$ cat src/rtl/shared_bus_arbiter_if.sv
// Handshake and bus bundle between the requesters and the shared-bus arbiter.
interface shared_bus_arbiter_if #(
    parameter int NUM_REQ    = 4,
    parameter int DATA_WIDTH = 16,
    parameter int SEL_WIDTH  = 2
) ();
    logic [NUM_REQ-1:0]            req;
    logic [NUM_REQ-1:0]            done;
    logic [NUM_REQ*DATA_WIDTH-1:0] data_in;
    logic [NUM_REQ-1:0]            grant;
    logic [SEL_WIDTH-1:0]          sel;
    logic [DATA_WIDTH-1:0]         data_out;
    logic                          bus_valid;
    logic                          timeout;

    // Requester side drives requests, completion strobes and data.
    modport master (
        output req, done, data_in,
        input  grant, sel, data_out, bus_valid, timeout
    );

    // Arbiter side consumes requests and drives grant and the shared bus.
    modport slave (
        input  req, done, data_in,
        output grant, sel, data_out, bus_valid, timeout
    );
endinterface

$ cat src/rtl/shared_bus_arbiter.sv
// Round-robin arbiter with bounded hold time steering one requester's data
// onto a shared bus. Grant/sel/timeout are registered; data_out is a pure mux.
module shared_bus_arbiter #(
    parameter int NUM_REQ    = 4,
    parameter int DATA_WIDTH = 16,
    parameter int SEL_WIDTH  = 2,
    parameter int MAX_HOLD   = 8
) (
    input  logic                 clk,
    input  logic                 reset,
    shared_bus_arbiter_if.slave  bus
);
    typedef enum logic {IDLE, OWN} state_t;

    state_t                 state_q;
    logic [NUM_REQ-1:0]     grant_q;
    logic [SEL_WIDTH-1:0]   sel_q;
    logic [SEL_WIDTH-1:0]   ptr_q;
    logic [7:0]             hold_cnt_q;
    logic                   timeout_q;

    logic                   win_found_d;
    logic [SEL_WIDTH-1:0]   win_sel_d;
    logic [SEL_WIDTH-1:0]   ptr_d;
    logic                   owner_done;
    logic                   owner_drop;
    logic                   hold_expired;

    logic [DATA_WIDTH-1:0]  slice [NUM_REQ];

    // Unpack the requester data words so the mux can index them by sel.
    generate
        for (genvar gi = 0; gi < NUM_REQ; gi++) begin : g_slice
            assign slice[gi] = bus.data_in[gi*DATA_WIDTH +: DATA_WIDTH];
        end
    endgenerate

    // Round-robin search: first requesting index at or after ptr, wrapping.
    always_comb begin
        logic [SEL_WIDTH:0] cand;
        win_found_d = 1'b0;
        win_sel_d   = '0;
        cand        = '0;
        for (int k = 0; k < NUM_REQ; k++) begin
            cand = {1'b0, ptr_q} + (SEL_WIDTH+1)'(k);
            if (cand >= (SEL_WIDTH+1)'(NUM_REQ)) begin
                cand = cand - (SEL_WIDTH+1)'(NUM_REQ);
            end
            if (!win_found_d && bus.req[cand[SEL_WIDTH-1:0]]) begin
                win_found_d = 1'b1;
                win_sel_d   = cand[SEL_WIDTH-1:0];
            end
        end
    end

    // Priority pointer after the current owner releases: owner+1, wrapping.
    always_comb begin
        logic [SEL_WIDTH:0] nxt;
        nxt = {1'b0, sel_q} + (SEL_WIDTH+1)'(1);
        if (nxt >= (SEL_WIDTH+1)'(NUM_REQ)) begin
            nxt = '0;
        end
        ptr_d = nxt[SEL_WIDTH-1:0];
    end

    assign owner_done   = bus.done[sel_q];
    assign owner_drop   = !bus.req[sel_q];
    assign hold_expired = (hold_cnt_q == 8'(MAX_HOLD));

    // Arbitration FSM: claim the winner from IDLE, release on done, request
    // drop or hold expiry; a release always returns through one IDLE cycle.
    always_ff @(posedge clk) begin
        if (reset) begin
            state_q    <= IDLE;
            grant_q    <= '0;
            sel_q      <= '0;
            ptr_q      <= '0;
            hold_cnt_q <= '0;
            timeout_q  <= 1'b0;
        end else begin
            timeout_q <= 1'b0;
            case (state_q)
                IDLE: begin
                    if (win_found_d) begin
                        state_q    <= OWN;
                        grant_q    <= NUM_REQ'(1) << win_sel_d;
                        sel_q      <= win_sel_d;
                        hold_cnt_q <= 8'd1;
                    end
                end
                OWN: begin
                    if (owner_done || owner_drop || hold_expired) begin
                        state_q   <= IDLE;
                        grant_q   <= '0;
                        ptr_q     <= ptr_d;
                        // Expiry only signals when nothing else ended the grant.
                        timeout_q <= !(owner_done || owner_drop);
                    end else begin
                        hold_cnt_q <= hold_cnt_q + 8'd1;
                    end
                end
                default: begin
                    state_q <= IDLE;
                    grant_q <= '0;
                end
            endcase
        end
    end

    assign bus.grant     = grant_q;
    assign bus.sel       = sel_q;
    assign bus.bus_valid = |grant_q;
    assign bus.timeout   = timeout_q;
    // Shared bus: winner's word while granted, zeros otherwise.
    assign bus.data_out  = bus.bus_valid ? slice[sel_q] : '0;
endmodule
$ cat src/flat_wrapper.sv
// flat-port wrapper written by rule: the top's interface ports become plain ports
module shared_bus_arbiter_flat 
#(
    parameter int NUM_REQ    = 4,
    parameter int DATA_WIDTH = 16,
    parameter int SEL_WIDTH  = 2,
    parameter int MAX_HOLD   = 8
)
  (clk, reset, bus_req, bus_done, bus_data_in, bus_grant, bus_sel, bus_data_out, bus_bus_valid, bus_timeout);
  shared_bus_arbiter_if #(.NUM_REQ(NUM_REQ), .DATA_WIDTH(DATA_WIDTH), .SEL_WIDTH(SEL_WIDTH)) bus_i ();
  input  logic clk;
  input  logic reset;
  input wire logic [$bits(bus_i.req)-1:0] bus_req;
  input wire logic [$bits(bus_i.done)-1:0] bus_done;
  input wire logic [$bits(bus_i.data_in)-1:0] bus_data_in;
  output wire logic [$bits(bus_i.grant)-1:0] bus_grant;
  output wire logic [$bits(bus_i.sel)-1:0] bus_sel;
  output wire logic [$bits(bus_i.data_out)-1:0] bus_data_out;
  output wire logic [$bits(bus_i.bus_valid)-1:0] bus_bus_valid;
  output wire logic [$bits(bus_i.timeout)-1:0] bus_timeout;
  assign bus_i.req = bus_req;
  assign bus_i.done = bus_done;
  assign bus_i.data_in = bus_data_in;
  assign bus_grant = bus_i.grant;
  assign bus_sel = bus_i.sel;
  assign bus_data_out = bus_i.data_out;
  assign bus_bus_valid = bus_i.bus_valid;
  assign bus_timeout = bus_i.timeout;
  shared_bus_arbiter #(.NUM_REQ(NUM_REQ), .DATA_WIDTH(DATA_WIDTH), .SEL_WIDTH(SEL_WIDTH), .MAX_HOLD(MAX_HOLD)) u_core (.clk(clk), .reset(reset), .bus(bus_i));
endmodule
$ cat config.mk
export PLATFORM = sky130hd
export DESIGN_NAME = shared_bus_arbiter_flat
export DESIGN_NICKNAME = d
export VERILOG_FILES = /design/src/rtl/shared_bus_arbiter_if.sv /design/src/rtl/shared_bus_arbiter.sv /design/src/flat_wrapper.sv
export SDC_FILE = /design/constraint.sdc
export NUM_CORES = 1
export LEC_CHECK = 0
export BUFFER_PORTS_ARGS = -buffer_cell sky130_fd_sc_hd__buf_2
export CORE_MARGIN = 1.5
export CORE_UTILIZATION = 36
export CTS_CLUSTER_SIZE = 25
export DETAILED_ROUTE_END_ITERATION = 16
export GPL_TIMING_DRIVEN = 0
export MAX_ROUTING_LAYER = met4
export PLACE_DENSITY = 0.7
export SKIP_CTS_REPAIR_TIMING = 1
export SYNTH_ARGS = -nofsm -noshare
export SYNTH_HDL_FRONTEND = slang
export SYNTH_SLANG_ARGS = --single-unit
export TNS_END_PERCENT = 30
$ cat constraint.sdc
create_clock -name clk -period 5.55 [get_ports clk]
set_input_delay 0.2775 -clock clk [delete_from_list [all_inputs] [get_ports clk]]
set_output_delay 0.2775 -clock clk [all_outputs]
set_load 0.02 [all_outputs]
==> summary.md <==
| Metric | Value |
|---|---|
| Worst Path Required | 5.27 ns |
| Power share of the combinational group | 41.9% |
| Area of the die | 4370 um^2 |
| Total iterations of the first detailed-routing run | 4 |
| Mux share of post-synthesis cell area | 28.8% |
| # H-tree levels | 1 |
| Asr flop ratio synth | 0% |
| Placer Congestion | 0.779 |
| Worst rel slew slack | 14.0% |
| WS Path Type | flop to output pin |
| RSZ-0062 raised after global routing | false |
| Internal Power | 0.282 mW |
| Final worst path period share | 47.6% |
| Final core utilization | 54.4% |
| Crit Path Max Fanout | 10 |
| Clock skew | 0.00223 ns |
| Critical Path End Type | output pin |
| Dpl hpwl | 3.52 mm |
| Post-Route WL | 4.24 mm |
| CTS tree | done |
| Clk slew on worst S/H paths | 0.07 ns |
| Yosys top cell area share | 26.7% |
| Share of layout cells above drive strength 1 | 49.6% |
| XOR/XNOR Fraction of Synth Area | 0% |
| CORE AREA | 3740 um^2 |
| Synth top area cells | mux4_2 (27%), dfxtp_1 (25%), nor2b_1 (7.0%) |
| Final worst slack | 2.91 ns |
| Fin crit period | 2.64 ns |
| Sequential power share | 33.0% |
| Clk sinks | 18 |
| Net switching power | 0.146 mW |
| Synth Cell Area | 1440 um^2 |
| Grt ovf | 0 |
| Maximum clock path buffer count | 2 |
| DRC | 0 |
| Library cells used by synthesis | 37 |
| Initial Utilization | 38.3% |
| Largest family of logic cells by synthesized area | multiplexers |
| Sequential area share after synthesis | 25.1% |
| Leak | 0.923 nW |
| Final nets | 330 |
| Synth warn | 0 |
| Final Hold Viols | 0 |
| Setup TNS | 0 ns |
| Die height | 66.1 um |
| Layout area overhead | 41.8% |
| Placement Rows | 22 |
| Root buf cell | clkbuf_8 |
| Initial DRC count | 73 |
| Number of fill cells | 370 |
| Ys flop type | dfxtp_1 |
| Vias/cell | 5.26 |
| Synth Area in Compound Gates | 12.3% |
| Post-route ant nets | 0 |
| Hold WS | 0.292 ns |
| MaxCap Viol Count | 0 |
| Hold Crit Class | input pin to flop |
| Pwr Density | 210 nW/um^2 |
| Initial antenna violation count | 0 |
| Pre-CTS setup slack | 3.17 ns |
| Die X | 66.1 um |
| Worst Tran Pin Value | 1.28 ns |
| Avg Cell Area, Syn | 9.50 um^2 |
| Wirelength per Cell | 14.1 um |
| Max Freq | 378 MHz |
| Flops & latches, synth | 18 |
| Post-Synth Adder-Cell Area | 2.62% |
| # IOs | 98 |
| N_diodes | 0 |
| DR vias | 1577 |
| Number of flops mapped to enable cells by yosys | 0 |
| Clk_lat worst skew | 0.25 ns |
| Largest net degree at the start of global routing | 11 |
| Simple-gate share of the synthesized area | 27.1% |
| Critical Path Source Type | flop |
| Synth Net Count | 228 |
| Vias in the first global route | 1500 |
| Max Slew Vio Count | 0 |
| Syn Inst Count | 151 |
| Status | complete, no violations |
| Clock network power share | 25.1% |
| Port Buffer Count | 97 |
| Worst vdd ir | 0.116 mV |
| Final setup fails | 0 |
| CTS Buf Count | 3 |
| Sw Share | 34.0% |
| Worst Path Arrival | 2.37 ns |
| Top cell type by total area after synthesis | mux4_2 |
| GRT Overall Usage | 19.7% |
| First-pass GRT wire length | 6.65 mm |
cells in the final DEF, fill, tap and decap left out, types with 2 or more instances in the layout:
master / instances
a21oi_1: 11
buf_2: 99
clkbuf_1: 4
clkbuf_8: 4
dfxtp_1: 18
ha_1: 3
inv_1: 6
mux2i_1: 3
mux4_2: 17
nand2_1: 13
nand2b_1: 8
nand3_1: 7
nand3b_1: 2
nand4b_1: 2
nor2_1: 10
nor2b_1: 16
nor3_1: 2
nor4_1: 2
o21ai_0: 3
or3_1: 4
worst paths after layout:
path | from | endpoint | slack [ns] | cells after the start
worst min register to register | u_core.bus.grant[0]$_SDFFE_PP0P_ | u_core.bus.grant[0]$_SDFFE_PP0P_ | 0.48 | 2
worst min-delay path | reset | u_core.hold_cnt_q[3]$_SDFFE_PP0P_ | 0.29 | 2
worst max-delay path | u_core.bus.grant[2]$_SDFFE_PP0P_ | bus_data_out[12] | 2.91 | 4
worst max register to register | u_core.bus.sel[1]$_SDFFE_PP0P_ | u_core.hold_cnt_q[7]$_SDFFE_PP0P_ | 3.55 | 5
sequential cells by signal, summed over array words and instances, names as in the netlist:
register,flops
u_core.bus.timeout,1
u_core.bus.sel,2
u_core.bus.grant,4
u_core.state_q,1
u_core.hold_cnt_q,8
u_core.ptr_q,2
routing by layer:
metal / wire (um) / vias up / part of all wire [%] / global-route usage (%)
met5: 0 / - / 0 / -
met4: 78 / 0 / 1.8 / 5.61
met3: 469 / 6 / 11 / 5.62
met2: 2070 / 69 / 49 / 37.3
met1: 1620 / 729 / 38 / 19.4
li1: - / 773 / - / -
stage by stage:
step / instances / instance area (um^2) / total power, mW
floorplan: 151 / 1440 / 0.259
global placement: 296 / 1980 / 0.322
detailed placement: 296 / 1980 / 0.325
CTS: 300 / 2040 / 0.432
global route: 300 / 2040 / 0.454
finish: 300 / 2040 / 0.428
cells by family after synthesis:
logic type,count (synthesis)
DFF,18
buffers and inverters,13
muxes,20
AOI/OAI and AO/OA,26
and+or+nand+nor,71
adders and majority gates,3
synthesized netlist by cell type, types with 2 or more instances:
cell type	instances
buf_2	2
or3_1	4
inv_1	6
nand2_1	13
o21ai_0	3
nor2b_1	16
mux2i_1	3
nand4b_1	2
a21oi_1	11
nand3_1	7
nor4_1	2
nor2_1	10
dfxtp_1	18
nor3_1	2
clkbuf_1	4
ha_1	3
nand3b_1	2
nand2b_1	8
mux4_2	17
critical path, stage by stage (launching register included):
cell and delay [ns]:
dfxtp_1 0.33, nor4_1 1.07, clkbuf_1 0.44, nor2b_1 0.09, buf_2 0.18
power groups by stage:
stage,Combinational (mW),Sequential (mW),Clock [mW]
floorplan,0.111,0.148,0
global placement,0.178,0.144,0
detailed placement,0.181,0.144,0
CTS,0.181,0.141,0.109
global route,0.195,0.142,0.117
finish,0.179,0.141,0.107
layout make-up:
| type | instances | area (um^2) | area share [%] |
|---|---|---|---|
| well taps | 48 | 60.1 | 2.95 |
| multi-input cells | 120 | 1020 | 49.9 |
| flip-flops and latches | 18 | 360 | 17.7 |
| inverters | 6 | 22.5 | 1.11 |
| plain buffers | 7 | 36.3 | 1.78 |
| repair buffers | 97 | 485 | 23.8 |
| clock buffers | 4 | 55.1 | 2.70 |
Power figures use the tool's default switching activity.
